[config.mk]
export PLATFORM = sky130hd
export DESIGN_NAME = sprite_rom_arbiter
export DESIGN_NICKNAME = d
export VERILOG_FILES = /design/src/rtl/vga_sprite_pkg.sv /design/src/rtl/sprite_rom_arbiter_rr_pick.sv /design/src/rtl/sprite_rom_arbiter.sv
export SDC_FILE = /design/constraint.sdc
export NUM_CORES = 1
export LEC_CHECK = 0
export CELL_PAD_IN_SITES_DETAIL_PLACEMENT = 2
export CELL_PAD_IN_SITES_GLOBAL_PLACEMENT = 2
export CORE_UTILIZATION = 23
export CTS_CLUSTER_SIZE = 10
export DETAILED_ROUTE_END_ITERATION = 12
export PLACE_DENSITY_LB_ADDON = 0.2
export SLEW_MARGIN = 20
export SYNTH_ARGS = -nofsm -noshare
export SYNTH_HDL_FRONTEND = slang
export SYNTH_HIERARCHICAL = 1
export SYNTH_SLANG_ARGS = --single-unit
[constraint.sdc]
create_clock -name clk -period 2.9 [get_ports clk]
set_input_delay 0.435 -clock clk [delete_from_list [all_inputs] [get_ports clk]]
set_output_delay 0.435 -clock clk [all_outputs]
set_load 0.02 [all_outputs]
[src/rtl/vga_sprite_pkg.sv]
// Shared arbiter definitions for the sprite ROM path: state encoding,
// default sizes and the requester-ID width helper.
package vga_sprite_pkg;
  localparam int NREQ_DEF      = 4;
  localparam int AW_DEF        = 15;
  localparam int DW_DEF        = 8;
  localparam int ROM_LAT_DEF   = 1;
  localparam int MAX_BURST_DEF = 4;

  function automatic int id_w(input int n);
    return (n > 1) ? $clog2(n) : 1;
  endfunction

  localparam int ID_W_DEF = (NREQ_DEF > 1) ? $clog2(NREQ_DEF) : 1;

  typedef enum logic {
    ARB_IDLE = 1'b0,
    ARB_OWN  = 1'b1
  } arb_state_e;
endpackage

[src/rtl/sprite_rom_arbiter_rr_pick.sv]
// Round-robin search: first set bit of req at or after start, wrapping at NREQ.
module rr_pick
  import vga_sprite_pkg::*;
#(
  parameter int NREQ = NREQ_DEF,
  parameter int IDW  = ID_W_DEF
) (
  input  logic [NREQ-1:0] req,
  input  logic [IDW-1:0]  start,
  output logic            found,
  output logic [IDW-1:0]  idx
);
  // Walk from the far end so the closest hit to start is written last.
  always_comb begin
    found = 1'b0;
    idx   = '0;
    for (int k = NREQ - 1; k >= 0; k--) begin
      if (req[(int'(start) + k) % NREQ]) begin
        found = 1'b1;
        idx   = IDW'((int'(start) + k) % NREQ);
      end
    end
  end
endmodule

[src/rtl/sprite_rom_arbiter.sv]
// Burst-limited round-robin arbiter in front of a single-port sprite ROM.
// Define SPRITE_ARB_PRIO0_EN to let requester 0 preempt any owner.
module sprite_rom_arbiter
  import vga_sprite_pkg::*;
#(
  parameter int NREQ      = NREQ_DEF,
  parameter int AW        = AW_DEF,
  parameter int DW        = DW_DEF,
  parameter int ROM_LAT   = ROM_LAT_DEF,
  parameter int MAX_BURST = MAX_BURST_DEF
) (
  input  logic              clk,
  input  logic              rst,
  input  logic [NREQ-1:0]   req,
  input  logic [NREQ*AW-1:0] addr_in,
  output logic [NREQ-1:0]   gnt,
  output logic [AW-1:0]     rom_addr,
  input  logic [DW-1:0]     rom_dout,
  output logic [NREQ-1:0]   rvalid,
  output logic [DW-1:0]     rdata,
  output logic              busy
);
  localparam int IDW = id_w(NREQ);
  localparam int CW  = $clog2(MAX_BURST + 1);
  localparam logic [CW-1:0] CNT_MAX = CW'(MAX_BURST);

  arb_state_e                state, nxt_state;
  logic [IDW-1:0]            owner, nxt_owner, last_owner, start, gnt_id, pick_idx;
  logic [CW-1:0]             burst_cnt, nxt_cnt;
  logic                      pick_found, gnt_vld, others, keep;
  logic [AW-1:0]             addr_q;
  logic [ROM_LAT:0]          vld_pipe;
  logic [ROM_LAT:0][IDW-1:0] id_pipe;

  // last_owner always equals the current owner while in OWN, so one
  // picker starting at last_owner+1 serves both IDLE and hand-off.
  assign start = (last_owner == IDW'(NREQ - 1)) ? '0 : last_owner + 1'b1;

  rr_pick #(.NREQ(NREQ), .IDW(IDW)) u_pick (
    .req   (req),
    .start (start),
    .found (pick_found),
    .idx   (pick_idx)
  );

  always_comb begin
    nxt_state = state;
    nxt_owner = owner;
    nxt_cnt   = burst_cnt;
    gnt_vld   = 1'b0;
    gnt_id    = owner;
    others    = |(req & ~(NREQ'(1) << owner));
    keep      = (state == ARB_OWN) && req[owner] && ((burst_cnt < CNT_MAX) || !others);
`ifdef SPRITE_ARB_PRIO0_EN
    if (req[0]) begin
      gnt_vld = 1'b1;
      gnt_id  = '0;
    end else
`endif
    if (keep) begin
      gnt_vld = 1'b1;
      gnt_id  = owner;
    end else if (pick_found) begin
      gnt_vld = 1'b1;
      gnt_id  = pick_idx;
    end
    if (gnt_vld) begin
      nxt_state = ARB_OWN;
      nxt_owner = gnt_id;
      if (state == ARB_OWN && gnt_id == owner)
        nxt_cnt = (burst_cnt == CNT_MAX) ? burst_cnt : burst_cnt + 1'b1;
      else
        nxt_cnt = CW'(1);
    end else begin
      nxt_state = ARB_IDLE;
      nxt_cnt   = '0;
    end
    // Grant must vanish the moment reset asserts, not at the next edge.
    if (!rst) gnt_vld = 1'b0;
  end

  assign gnt      = gnt_vld ? (NREQ'(1) << gnt_id) : '0;
  assign rom_addr = gnt_vld ? addr_in[gnt_id*AW +: AW] : addr_q;
  assign rvalid   = vld_pipe[ROM_LAT] ? (NREQ'(1) << id_pipe[ROM_LAT]) : '0;
  assign busy     = gnt_vld | (|vld_pipe);

  always_ff @(posedge clk or negedge rst) begin
    if (!rst) begin
      state      <= ARB_IDLE;
      owner      <= '0;
      burst_cnt  <= '0;
      last_owner <= IDW'(NREQ - 1);
      addr_q     <= '0;
      vld_pipe   <= '0;
      id_pipe    <= '0;
      rdata      <= '0;
    end else begin
      state     <= nxt_state;
      owner     <= nxt_owner;
      burst_cnt <= nxt_cnt;
      if (gnt_vld) begin
        last_owner <= gnt_id;
        addr_q     <= rom_addr;
      end
      vld_pipe <= {vld_pipe[ROM_LAT-1:0], gnt_vld};
      id_pipe  <= {id_pipe[ROM_LAT-1:0], gnt_id};
      // ROM data for a grant is on rom_dout while it sits in stage ROM_LAT-1.
      if (vld_pipe[ROM_LAT-1]) rdata <= rom_dout;
    end
  end
endmodule

[Word-level counts from Yosys, hierarchy flattened]
Index checks and enable logic that the tools add are counted.
Storage, ports and cells
  register bits: 37
  bits of input ports: 74
  output and inout bits: 32
  logic and storage cells: 79
Operators by class
  add/sub/neg operators: 5
  multiply operators: 1
  magnitude comparators: 6
  equality and inequality tests: 4
  shift-type cells: 4
  multiplexer cells: 34
  bitwise gates (word level): 6
  reduce and logical (&&, ||, !) cells: 10
Operator list (count)
  $shiftx 60x7->15: 1
  $mux 1: 16
  $mux 15: 1
  $mux 2: 7
  $lt 3x4->1 const B: 3
  $shl 1x2->4 const A: 3
  $bmux 1 s2: 5
  $mux 3: 3
  $mux 4: 2
  $reduce_or 2->1: 4
  $lt 2x3->1 const B: 2
  $mul 2x4->6 const B: 1
  $add 2x1->2 const B: 2
  $add 2x2->2 const B: 2
  $and 4x4->4: 1
  $not 4->4: 1
  $reduce_or 4->1: 1
  $add 3x1->3 const B: 1
  $and 1x1->1 const A: 3
  $eq 3x3->1 const B: 1
  $logic_and 1x1->1: 3
  $lt 3x3->1 const B: 1
  $ne 3x3->1 const B: 1
  $eq 2x2->1: 1
  other kinds (4): 4

[Logic depth before layout (Yosys ltp)]
Gate-level depths: netlist (run 1).
  word-level depth: 18
  mapped depth: 11
  mapped depth without buffers: 10

[By module]
Netlist (run 1), hierarchy kept.
Modules (own cells, without submodules)
  sprite_rom_arbiter: times used 1, cells each 310, area an instance 2429.8 µm², sequential area each 928.4 µm²
  rr_pick: times used 1, cells each 13, area an instance 77.6 µm², sequential area each 0.0 µm²

[Worst setup path after synthesis (run 1)]
Ideal clock, no wire load.
  path type: reg2out
  start: reg last_owner[0]
  end: out rom_addr[3]
  data arrival time: 2558 ps
  data required time: 2465 ps
  slack: -93 ps
  cell stages (with the launch flop): 11
  path buffers: 1
  path through: dfstp_2 > ha_1 > mux2i_1 > a211oi_2 > nand2_1 > o21ai_1 > clkbuf_1 > nand2_1 > a21oi_1 > o21ai_0 > a31oi_1
On the way
  word-level cells in the longest chain between the ends: 15
  elaborated cells on any way between the ends: 33
  those cells by class: add/sub: 4; mul: 1; eq/ne: 1; shift: 1; mux: 26
Ends and longest elaborated chain
  start: declaration: line sprite_rom_arbiter.sv:28  | logic [IDW-1:0] owner, nxt_owner, last_owner, start, gnt_id, pick_idx;
  start signal: assignment: line sprite_rom_arbiter.sv:92  | last_owner <= IDW'(NREQ - 1);
  start signal: assignment: line sprite_rom_arbiter.sv:102  | last_owner <= gnt_id;
  $add 2x1->2 / $eq 2x2->1 (equally long branches): line sprite_rom_arbiter.sv:37  | assign start = (last_owner == IDW'(NREQ - 1)) ? '0 : last_owner + 1'b1;
  $mux 2 *: line sprite_rom_arbiter.sv:37
  net start[1]: line sprite_rom_arbiter.sv:28
  $add 2x2->2: line sprite_rom_arbiter_rr_pick.sv:18  | if (req[(int'(start) + k) % NREQ]) begin
  $bmux 1 s2: line sprite_rom_arbiter_rr_pick.sv:18
  $mux 1 (implied by the code) (2 in a row): line sprite_rom_arbiter_rr_pick.sv:18
  $mux 2 (3 in a row): line sprite_rom_arbiter_rr_pick.sv:18
  $mux 2 *: line sprite_rom_arbiter_rr_pick.sv:18
  net pick_idx[0]: line sprite_rom_arbiter.sv:28
  $mux 2 *: line sprite_rom_arbiter.sv:63  | end else if (pick_found) begin
  $mux 2 *: line sprite_rom_arbiter.sv:60  | if (keep) begin
  $mul 2x4->6 *: line sprite_rom_arbiter.sv:83  | assign rom_addr = gnt_vld ? addr_in[gnt_id*AW +: AW] : addr_q;
  $shiftx 60x7->15 *: line sprite_rom_arbiter.sv:83
  $mux 15 *: line sprite_rom_arbiter.sv:83
  end: declaration: line sprite_rom_arbiter.sv:17  | output logic [AW-1:0] rom_addr,
The timed path passes the listed nets; every way through them passes the cells marked *. The select of a mux whose other input is x is not followed.

[Worst setup path after layout (run 1)]
  start: reg owner[1]
  end: out rom_addr[6]
On the way
  word-level cells in the longest chain between the ends: 11
  elaborated cells on any way between the ends: 17
  those cells by class: mul: 1; shift: 2; mux: 7; bitwise: 2; reduce/logical: 5
Ends and longest elaborated chain
  start: declaration: line sprite_rom_arbiter.sv:28
  start signal: assignment: line sprite_rom_arbiter.sv:99  | owner <= nxt_owner;
  $shl 1x2->4: line sprite_rom_arbiter.sv:52  | others = |(req & ~(NREQ'(1) << owner));
  $not 4->4: line sprite_rom_arbiter.sv:52
  $and 4x4->4: line sprite_rom_arbiter.sv:52
  $reduce_or 4->1: line sprite_rom_arbiter.sv:52
  $logic_not 1->1: line sprite_rom_arbiter.sv:53  | keep = (state == ARB_OWN) && req[owner] && ((burst_cnt < CNT_MAX) || !others);
  $logic_or 1x1->1: line sprite_rom_arbiter.sv:53
  $logic_and 1x1->1: line sprite_rom_arbiter.sv:53
  $mux 2: line sprite_rom_arbiter.sv:60
  $mul 2x4->6: line sprite_rom_arbiter.sv:83
  $shiftx 60x7->15: line sprite_rom_arbiter.sv:83
  $mux 15 *: line sprite_rom_arbiter.sv:83
Every way passes the cells marked *; elsewhere a longest branch is shown, timed or not. The select of a mux whose other input is x is not followed.

==> results of run 1 <==
per-layer routing:
layer | track usage (%) | vias to the layer above | share of wire [%]
met3 | 3.13 | 35 | 2.8
met5 | 0 | - | 0
met2 | 47.9 | 94 | 53
met4 | 11.2 | 0 | 3.5
met1 | 30.1 | 1715 | 41
li1 | - | 1540 | -
layout make-up:
type | count | area, um^2 | share of cell area, %
tap | 136 | 170 | 3.34
multi-input combinational | 259 | 1900 | 37.3
inverter | 10 | 42.5 | 0.835
clock buffer | 5 | 68.8 | 1.35
clock inverter | 3 | 46.3 | 0.908
sequential | 37 | 930 | 18.2
timing repair buffer | 201 | 1940 | 38.1
path summary, 6_finish.rpt:
path | from | endpoint | slack (ns) | cells past startpoint
hold reg to reg | id_pipe[0] | id_pipe[2] | 0.36 | 0
hold / removal | rst | state | 0.25 | 2
setup / recovery | owner[1] | rom_addr[6] | -0.44 | 10
setup reg to reg | last_owner[0] | addr_q[10] | 0.10 | 13
min in group clk | id_pipe[0] | id_pipe[2] | 0.36 | 0
max in group asynchronous | rst | owner[0] | 2.24 | 2
logic make-up after synthesis:
group	count (synthesis)	share of synthesized area, %
compound gates	123	29.4
xor+xnor	3	1.05
fa+ha+maj	3	1.50
buf+inv	27	4.59
flops	37	37.0
mux	14	6.69
simple gates	116	19.8
cells in the final DEF (no fill, tap or decap), drive strengths merged, types with 3 or more instances in the layout:
| master | synthesis | layout |
|---|---|---|
| dlygate4sd2 | 0 | 4 |
| inv | 10 | 10 |
| dfrtp | 35 | 35 |
| xnor2 | 3 | 3 |
| a211oi | 5 | 5 |
| ha | 3 | 3 |
| a31oi | 28 | 28 |
| buf | 6 | 117 |
| clkbuf | 11 | 5 |
| o21ai | 31 | 31 |
| nor3b | 3 | 3 |
| nand2b | 4 | 4 |
| nor2 | 27 | 27 |
| nand2 | 71 | 71 |
| mux2i | 4 | 4 |
| clkdlybuf4s50 | 0 | 80 |
| mux2 | 9 | 9 |
| a21oi | 45 | 45 |
| and3 | 3 | 3 |
metrics by stage:
| step | TNS [ns] | utilization, % |
|---|---|---|
| floorplan | 0 | - |
| global placement | -15.44 | 40.2 |
| detailed placement | -18.49 | 40.2 |
| CTS | -4.05 | 47.6 |
| global route | -8.28 | 48.7 |
| finish | -6.59 | 48.7 |
registers in the layout, indices dropped and copies added, names as in the netlist:
register / count
id_pipe: 4
state: 1
vld_pipe: 2
owner: 2
burst_cnt: 3
addr_q: 15
rdata: 8
last_owner: 2
worst max-delay path: stages, from the launching register on:
cell and delay [ns]:
dfrtp_1 0.46, or4b_4 0.57, a2bb2oi_2 0.17, buf_6 0.16, a21oi_4 0.18, buf_6 0.16
nor4b_4 0.06, buf_6 0.15, o21ai_0 0.33, a31oi_2 0.16, buf_4 0.18
power breakdown:
part           leakage [nW]  switching, W  total (W)  internal (W)
sequential            0.426      0.000131   0.000862      0.000731
clock                0.0543      0.000244   0.000503      0.000258
combinational          1.63       0.00250    0.00470       0.00219
total                  2.11       0.00288    0.00606       0.00318
timing repair:
action	in CTS	in global routing
setup buffers	31	6
gates cloned	2	0
endpoints found under the setup margin	20	20
gates resized for setup	219	20
pin swaps	41	12
==> impl_metrics.py, run 1 <==
metrics = {
    "finish": {
        "nFillCells": 1132,
        "drive_gt1_share_pct": 41.6,
        "fin_area_um2": 5100,
        "nets": 591,
        "fin_cells": 651,
        "diodes": 0,
        "area_growth_pct": 103,
    },
    "drt": {
        "wl_per_cell_um": 23.0,
        "ant_nets": 0,
        "via_per_inst": 5.20,
        "firstDrtPassIters": 4,
        "drtIter0Drc": 100,
        "vias": 3384,
        "wirelength_mm": 15.0,
        "drc": 0,
    },
    "clock_network": {
        "cts_sinks": 37,
        "clock_latency_ns": 0.32,
        "cts-root-buf": "clkbuf_8",
        "clk_path_buf_depth": 2,
        "cts_buffers": 5,
        "tritoncts": "yes",
        "hold_buffers": 0,
        "h-tree-depth": 2,
        "clkTransAtPathRegs_ns": 0.10,
    },
    "setup_path": {
        "worst-path-max-fanout": 8,
        "end_kind": "output port",
        "required_ns": 2.47,
        "setup.worst_path.start_class": "flop",
        "criticalPathCategory": "flop to output port",
        "critical_path_arrival_ns": 2.90,
    },
    "logic_synthesis": {
        "synth_warnings": 6,
        "syn-cell-area_um2": 2510,
        "synth_top_area_share_pct": 34.9,
        "synth_most_common_cell": "nand2_1",
        "syn-num-nets": 400,
        "ys_types": 43,
        "async_flop_share_pct": 100,
        "yosys-top-cells-count": "71 x nand2_1, 44 x a21oi_1, 35 x dfrtp_1",
        "synth_edf_count": 0,
        "synth_top_area_cell": "dfrtp_1",
        "synth_area_per_cell_um2": 7.76,
        "synth_seq_cells": 37,
        "ys_seq_area_share_pct": 37.0,
        "synth_top_flop_cell": "dfrtp_1",
        "synth_cells": 323,
        "synth_area_leaders": "dfrtp_1 35%, nand2_1 11%, a21oi_1 8.8%, a31oi_1 7.0%, o21ai_0 4.8%",
    },
    "timing": {
        "period_needed_ns": 3.34,
        "fin_ws_ns": -0.438,
        "hold_ws_ns": 0.247,
        "max_freq_ghz": 0.300,
        "hold_viol": 0,
        "finalSetupViolCount": 20,
        "fin_skew_ns": 0.0136,
        "tightestPinTransition_ns": 0.545,
        "grt_setup_unrepaired": "true",
        "slew_violations": 0,
        "slew_headroom_pct": 63.6,
        "fin_crit_sh_pct": 115,
    },
    "pwr": {
        "power_w": 0.00606,
        "leakage_nw": 2.11,
        "power_density_nw_per_um2": 1190,
        "vdd_drop_max_v": 0.000490,
    },
    "status": {
        "failed_checks": "setup timing",
        "outcome": "finished with violations",
    },
    "global_route": {
        "grt_pass1_vias": 3876,
        "antenna_found_initial": 0,
        "grt-ovfl-total": 0,
        "grt.total_usage_pct": 26.0,
        "grt_pass1_wl_mm": 21.9,
        "grt_max_degree": 39,
    },
    "floorplan": {
        "core_region_area_um2": 10500,
        "die_x_um": 106,
        "pin_count": 106,
        "fp-row-count": 37,
        "die_y_um": 106,
        "die_area_um2": 11300,
        "start_util_pct": 24.0,
    },
    "worst_hold_path": {
        "hp-class": "primary input to asynchronous set/reset pin",
    },
    "placed_design": {
        "dp.cells": 605,
        "portBuffers": 105,
        "dpl_cell_area_um2": 4200,
        "dp_hpwl_mm": 8.52,
        "gp_congestion": 0.762,
        "place_ws_ns": -0.983,
    },
    "flow_run": {
        "maxCapViolations": 0,
    },
}
(Power assumes the default switching activity.)
==> run 2, diff against run 1 <==
--- a/config.mk
+++ b/config.mk
@@ -7,10 +7,12 @@
 export LEC_CHECK = 0
 export CELL_PAD_IN_SITES_DETAIL_PLACEMENT = 2
 export CELL_PAD_IN_SITES_GLOBAL_PLACEMENT = 2
+export CORE_ASPECT_RATIO = 1.5
 export CORE_UTILIZATION = 23
 export CTS_CLUSTER_SIZE = 10
 export DETAILED_ROUTE_END_ITERATION = 12
 export PLACE_DENSITY_LB_ADDON = 0.2
+export SETUP_SLACK_MARGIN = 0.15
 export SLEW_MARGIN = 20
 export SYNTH_ARGS = -nofsm -noshare
 export SYNTH_HDL_FRONTEND = slang
==> run 2 against run 1 <==
The run still ends with setup timing left. Cell count is 2.0% higher. Maximum frequency up 2.1%. Sequential share of layout area rose by 0.28 points. Core utilization shrank 1.3 points. Die area about the same. Sequential power decreased by 2%. Register-to-register slack better by 0.15 ns. Clock-buffer cell count rose by 1. Non-clock buffer count increased by 4. First-iteration DRC count increased by 46%. Flip-flop and latch count did not move. Critical endpoint is now rom_addr[8]. Largest cell class unchanged.
==> impl_metrics.py, run 2 (synthesis results as in run 1) <==
metrics = {
    "clock_network": {
        "tritoncts": "yes",
        "clock_latency_ns": 0.28,
        "clk_path_buf_depth": 2,
        "clkTransAtPathRegs_ns": 0.06,
        "cts_buffers": 5,
        "cts-root-buf": "clkbuf_16",
        "hold_buffers": 0,
        "cts_sinks": 37,
        "h-tree-depth": 2,
    },
    "finish": {
        "area_growth_pct": 100,
        "drive_gt1_share_pct": 40.2,
        "mostFrequentLayoutCell": "buf_4",
        "post-route-util_pct": 47.4,
        "top_regs": "addr_q (15), rdata (8), id_pipe (4)",
        "top_register": "addr_q",
        "diodes": 0,
        "final_cell_mix": "91 x buf_4, 80 x clkdlybuf4s50_1, 67 x nand2_1, 34 x dfrtp_1, 32 x a21oi_1",
        "nets": 596,
        "largest_reg_flops": 15,
    },
    "pwr": {
        "power_w": 0.00607,
        "p_clk_share_pct": 10.8,
        "power_density_nw_per_um2": 1210,
        "seqPwrFrac_pct": 14.0,
        "leakage_nw": 2.11,
        "comb_power_share_pct": 75.2,
        "p_int_w": 0.00331,
        "p_sw_w": 0.00276,
        "vdd_drop_max_v": 0.000394,
        "swShare_pct": 45.4,
    },
    "setup_path": {
        "setup.worst_path.start_class": "flop",
        "crit_path_top_delay_cell": "dfstp_2",
        "r2r_end": "addr_q[8]",
        "r2r_cells": 12,
        "slowest_delay_ns": 0.56,
        "rrSetupSlack_ns": 0.25,
        "end_kind": "output port",
        "criticalPathCategory": "flop to output port",
        "crit_family": "flip-flops",
        "startpoint": "last_owner[0]",
        "crit_chain": "ha_4 > nor2_4 > nor3b_2 > a211oi_2 > nor2_1 > mux2_4 > mux2i_4 > clkinvlp_4 > buf_6 > a2111oi_4 > o31ai_2 > buf_4",
        "critical_path_arrival_ns": 2.84,
        "worst-path-max-fanout": 4,
        "r2r_start": "last_owner[0]",
        "crit_buf_inv": 3,
        "required_ns": 2.47,
    },
    "flow_run": {
        "maxCapViolations": 0,
    },
    "placed_design": {
        "dp_hpwl_mm": 9.37,
        "gp_congestion": 0.805,
        "portBuffers": 105,
        "place_ws_ns": -1.08,
    },
    "floorplan": {
        "die_y_um": 130,
        "core_region_area_um2": 10600,
        "die_x_um": 87.3,
        "die_area_um2": 11300,
        "fp-row-count": 46,
        "pin_count": 106,
        "start_util_pct": 23.7,
    },
    "global_route": {
        "busiest_layer": "met2",
        "grt.met2_usage_pct": 48.3,
        "grt_use_met3_pct": 3.35,
        "grt_max_degree": 39,
        "grt-ovfl-total": 0,
        "grt_use_met1_pct": 25.7,
        "grt.total_usage_pct": 25.1,
        "antenna_found_initial": 0,
        "grt_pass1_wl_mm": 21.1,
        "grt_pass1_vias": 3829,
    },
    "drt": {
        "drtIter0Drc": 146,
        "vias": 3391,
        "wl_per_cell_um": 21.6,
        "ant_nets": 0,
        "via_per_inst": 5.11,
        "drc": 0,
        "wirelength_mm": 14.3,
        "firstDrtPassIters": 6,
    },
    "worst_hold_path": {
        "hp-class": "primary input to asynchronous set/reset pin",
    },
    "timing": {
        "slew_headroom_pct": 64.4,
        "finalSetupViolCount": 20,
        "hold_ws_ns": 0.274,
        "slew_violations": 0,
        "fin_crit_sh_pct": 113,
        "fin_skew_ns": 0.00356,
        "period_needed_ns": 3.27,
        "grt_setup_unrepaired": "true",
        "max_freq_ghz": 0.306,
        "hold_viol": 0,
        "fin_ws_ns": -0.371,
        "tightestPinTransition_ns": 0.534,
    },
    "status": {
        "failed_checks": "setup timing",
        "outcome": "finished with violations",
    },
}
run 2: cell types whose count changed in the layout (fill, tap and decap cells not counted), moves of 7 or more:
| cell | change |
|---|---|
| a21oi_1 | +9 |
| buf_4 | +8 |
| a21oi_2 | -7 |
| buf_12 | -7 |
run 2: cell type report:
class                           count  area (um^2)
Clock buffer                        6          139
Clock inverter                      2         37.5
Fill cell                        1185         5570
Inverter                           10         40.0
Multi-Input combinational cell    259         1820
Sequential cell                    37          930
Tap cell                          144          180
Timing Repair Buffer              205         1870
Timing Repair inverter              1         7.51
run 2: per-stage QoR:
step / setup TNS [ns] / cell area (um^2) / std cells
after floorplan: 0 / 2590 / 323
after global placement: -16.27 / 4330 / 627
after detailed placement: -19.25 / 4330 / 627
after CTS: -5.33 / 4870 / 657
after global routing: -7.17 / 5020 / 664
final: -5.77 / 5020 / 664
run 2: power groups by stage:
stage | sequential [W] | clock (W) | combinational (W)
after floorplan | 0.000838 | 0 | 0.00178
after global placement | 0.000837 | 0 | 0.00340
after detailed placement | 0.000849 | 0 | 0.00354
after CTS | 0.000842 | 0.000662 | 0.00422
after global routing | 0.000869 | 0.000682 | 0.00483
final | 0.000849 | 0.000655 | 0.00456
run 2: how the worst max path moves through the flow:
stage	endpoint	slack, ns	cells after the start
finish	rom_addr[8]	-0.37	12
global route	rom_addr[8]	-0.44	12
CTS	rom_addr[8]	-0.41	12
detailed placement	rom_addr[1]	-1.08	11
global placement	rom_addr[1]	-1.04	11
floorplan	rom_addr[13]	0.14	10
run 2: timing repair:
action / 4_1_cts / 5_1_grt
resized for setup: 173 / 35
buffers inserted: 20 / 7
pin swaps: 19 / 8
gates cloned: 2 / 0
setup endpoints to repair: 25 / 22
run 2: metal layers:
layer / vias to the layer above / wire length (um)
met1: 1692 / 4890
met5: - / 0
met3: 35 / 522
met2: 115 / 8180
li1: 1549 / -
met4: 0 / 740
==> run 3, diff against run 2 <==
--- a/config.mk
+++ b/config.mk
@@ -8,7 +8,7 @@
 export CELL_PAD_IN_SITES_DETAIL_PLACEMENT = 2
 export CELL_PAD_IN_SITES_GLOBAL_PLACEMENT = 2
 export CORE_ASPECT_RATIO = 1.5
-export CORE_UTILIZATION = 23
+export CORE_UTILIZATION = 21
 export CTS_CLUSTER_SIZE = 10
 export DETAILED_ROUTE_END_ITERATION = 12
 export PLACE_DENSITY_LB_ADDON = 0.2
==> constraint.sdc (replaced) <==
create_clock -name clk -period 2.67 [get_ports clk]
set_input_delay 0.4005 -clock clk [delete_from_list [all_inputs] [get_ports clk]]
set_output_delay 0.4005 -clock clk [all_outputs]
set_load 0.02 [all_outputs]
==> run 3 against run 2 <==
The flow still finishes with violations (setup timing). Global-route usage is 2.6 points lower. First-iteration DRC count is 41% lower. Cell count is 0.45% higher. Register-to-register slack worse by 0.43 ns. Clock-buffer cell count stayed put.
==> impl_metrics.py, run 3 (synthesis results as in run 1) <==
metrics = {
    "finish": {
        "diodes": 0,
        "post-route-util_pct": 46.9,
        "final_cell_mix": "80 x clkdlybuf4s50_1, 73 x buf_4, 67 x nand2_1, 33 x dfrtp_1, 33 x buf_6",
        "nFillCells": 1227,
        "mostFrequentLayoutCell": "clkdlybuf4s50_1",
        "area_growth_pct": 117,
        "largest_reg_flops": 15,
        "drive_gt1_share_pct": 44.7,
        "nets": 594,
        "top_regs": "addr_q (15), rdata (8), id_pipe (4)",
        "top_register": "addr_q",
    },
    "clock_network": {
        "clkTransAtPathRegs_ns": 0.06,
        "hold_buffers": 0,
        "cts-root-buf": "clkbuf_16",
        "cts_buffers": 5,
        "h-tree-depth": 2,
        "clk_path_buf_depth": 2,
        "clock_latency_ns": 0.29,
        "cts_sinks": 37,
        "tritoncts": "yes",
    },
    "drt": {
        "via_per_inst": 5.07,
        "firstDrtPassIters": 4,
        "wl_per_cell_um": 22.2,
        "ant_nets": 0,
        "wirelength_mm": 14.8,
        "drtIter0Drc": 86,
        "vias": 3383,
        "drc": 0,
    },
    "pwr": {
        "leakage_nw": 2.18,
        "power_density_nw_per_um2": 1340,
        "vdd_drop_max_v": 0.000515,
    },
    "setup_path": {
        "crit_buf_inv": 4,
        "required_ns": 2.27,
        "r2r_end": "addr_q[9]",
        "end_kind": "output port",
        "crit_family": "compound AO/OA/AOI/OAI gates",
        "critical_path_arrival_ns": 3.03,
        "criticalPathCategory": "flop to output port",
        "crit_chain": "ha_4 > mux2i_2 > a211oi_2 > nand2_1 > buf_4 > o21a_4 > buf_6 > a21o_4 > a2111oi_4 > buf_4 > o31ai_4 > buf_6",
        "worst-path-max-fanout": 6,
        "rrSetupSlack_ns": -0.18,
        "r2r_cells": 11,
        "setup.worst_path.start_class": "flop",
        "slowest_delay_ns": 0.56,
        "r2r_start": "last_owner[1]",
        "crit_path_top_delay_cell": "dfstp_2",
    },
    "global_route": {
        "grt_max_degree": 39,
        "grt_pass1_wl_mm": 20.9,
        "grt.total_usage_pct": 22.5,
        "grt_pass1_vias": 3809,
        "antenna_found_initial": 0,
        "grt-ovfl-total": 0,
    },
    "timing": {
        "slew_headroom_pct": 65.4,
        "grt_setup_unrepaired": "true",
        "fin_crit_sh_pct": 129,
        "fin_tns_setup_ns": -13.43,
        "fin_skew_ns": 0.00848,
        "fin_ws_ns": -0.762,
        "period_needed_ns": 3.43,
        "max_freq_ghz": 0.291,
        "slew_violations": 0,
        "hold_viol": 0,
        "finalSetupViolCount": 25,
        "tightestPinTransition_ns": 0.520,
    },
    "floorplan": {
        "core_region_area_um2": 11600,
        "die_area_um2": 12400,
        "die_x_um": 91.2,
        "fp-row-count": 48,
        "pin_count": 106,
        "die_y_um": 136,
        "start_util_pct": 21.6,
    },
    "placed_design": {
        "dp_hpwl_mm": 9.60,
        "portBuffers": 105,
        "gp_congestion": 0.769,
    },
    "status": {
        "outcome": "finished with violations",
        "failed_checks": "setup timing",
    },
    "worst_hold_path": {
        "hp-class": "primary input to asynchronous set/reset pin",
    },
    "flow_run": {
        "maxCapViolations": 0,
    },
}
==> run 3: cell types whose count changed in the layout (fill, tap and decap cells not counted), sizes merged <==
| cell | before | now |
|---|---|---|
| bufinv | 1 | 0 |
| clkinv | 0 | 1 |
| clkinvlp | 2 | 0 |
| buf | 120 | 119 |
==> run 3: timing repair <==
item                                   CTS  global route
setup buffers                           19             6
setup endpoints to repair               37            37
cloned                                   2             1
resized for setup                      187            46
endpoints found under the hold margin    0             0
pin swaps                               22            28
==> run 3: how the worst max path moves through the flow <==
stage / slack (ns) / to / depth (start not counted) / from
2_1_floorplan: -0.008 / rom_addr[10] / 9 / last_owner[1]
3_3_place_gp: -1.22 / rom_addr[1] / 11 / req[3]
3_5_place_dp: -1.33 / rom_addr[1] / 11 / req[3]
4_1_cts: -0.63 / rom_addr[1] / 12 / last_owner[1]
5_1_grt: -0.83 / rom_addr[8] / 12 / last_owner[1]
6_report: -0.76 / rom_addr[8] / 12 / last_owner[1]
==> run 3: final cells by class <==
type	count	area (um^2)	area share, %
Clock buffer	6	129	2.37
Clock inverter	1	5.00	0.0921
Inverter	10	42.5	0.783
Multi-Input combinational cell	259	2110	38.8
Sequential cell	37	931	17.1
Tap cell	150	188	3.46
Timing Repair Buffer	204	2030	37.4
==> run 3: where the power goes <==
group,leakage (nW),switching (W),internal [W]
Clock,0.0667,0.000239,0.000340
Combinational,1.69,0.00296,0.00281
Sequential,0.425,0.000146,0.000797
==> run 3: routing by layer <==
| metal | up-vias | global-route usage (%) | routed length [um] |
|---|---|---|---|
| met2 | 100 | 44.4 | 8680 |
| met3 | 33 | 2.68 | 358 |
| met4 | 0 | 10.7 | 502 |
| li1 | 1538 | - | - |
| met1 | 1712 | 23.2 | 5250 |
| met5 | - | 0 | 0 |
==> run 3: through the flow <==
| step | setup slack [ns] | instance area [um^2] | cells | total power, W | hold WS, ns |
|---|---|---|---|---|---|
| after floorplan | -0.00787 | 2810 | 323 | 0.00319 | 0.105 |
| after global placement | -1.22 | 4550 | 632 | 0.00502 | 0.335 |
| after detailed placement | -1.33 | 4550 | 632 | 0.00517 | 0.350 |
| after CTS | -0.634 | 5160 | 660 | 0.00673 | 0.294 |
| after global routing | -0.827 | 5430 | 667 | 0.00765 | 0.312 |
| final | -0.762 | 5430 | 667 | 0.00729 | 0.278 |
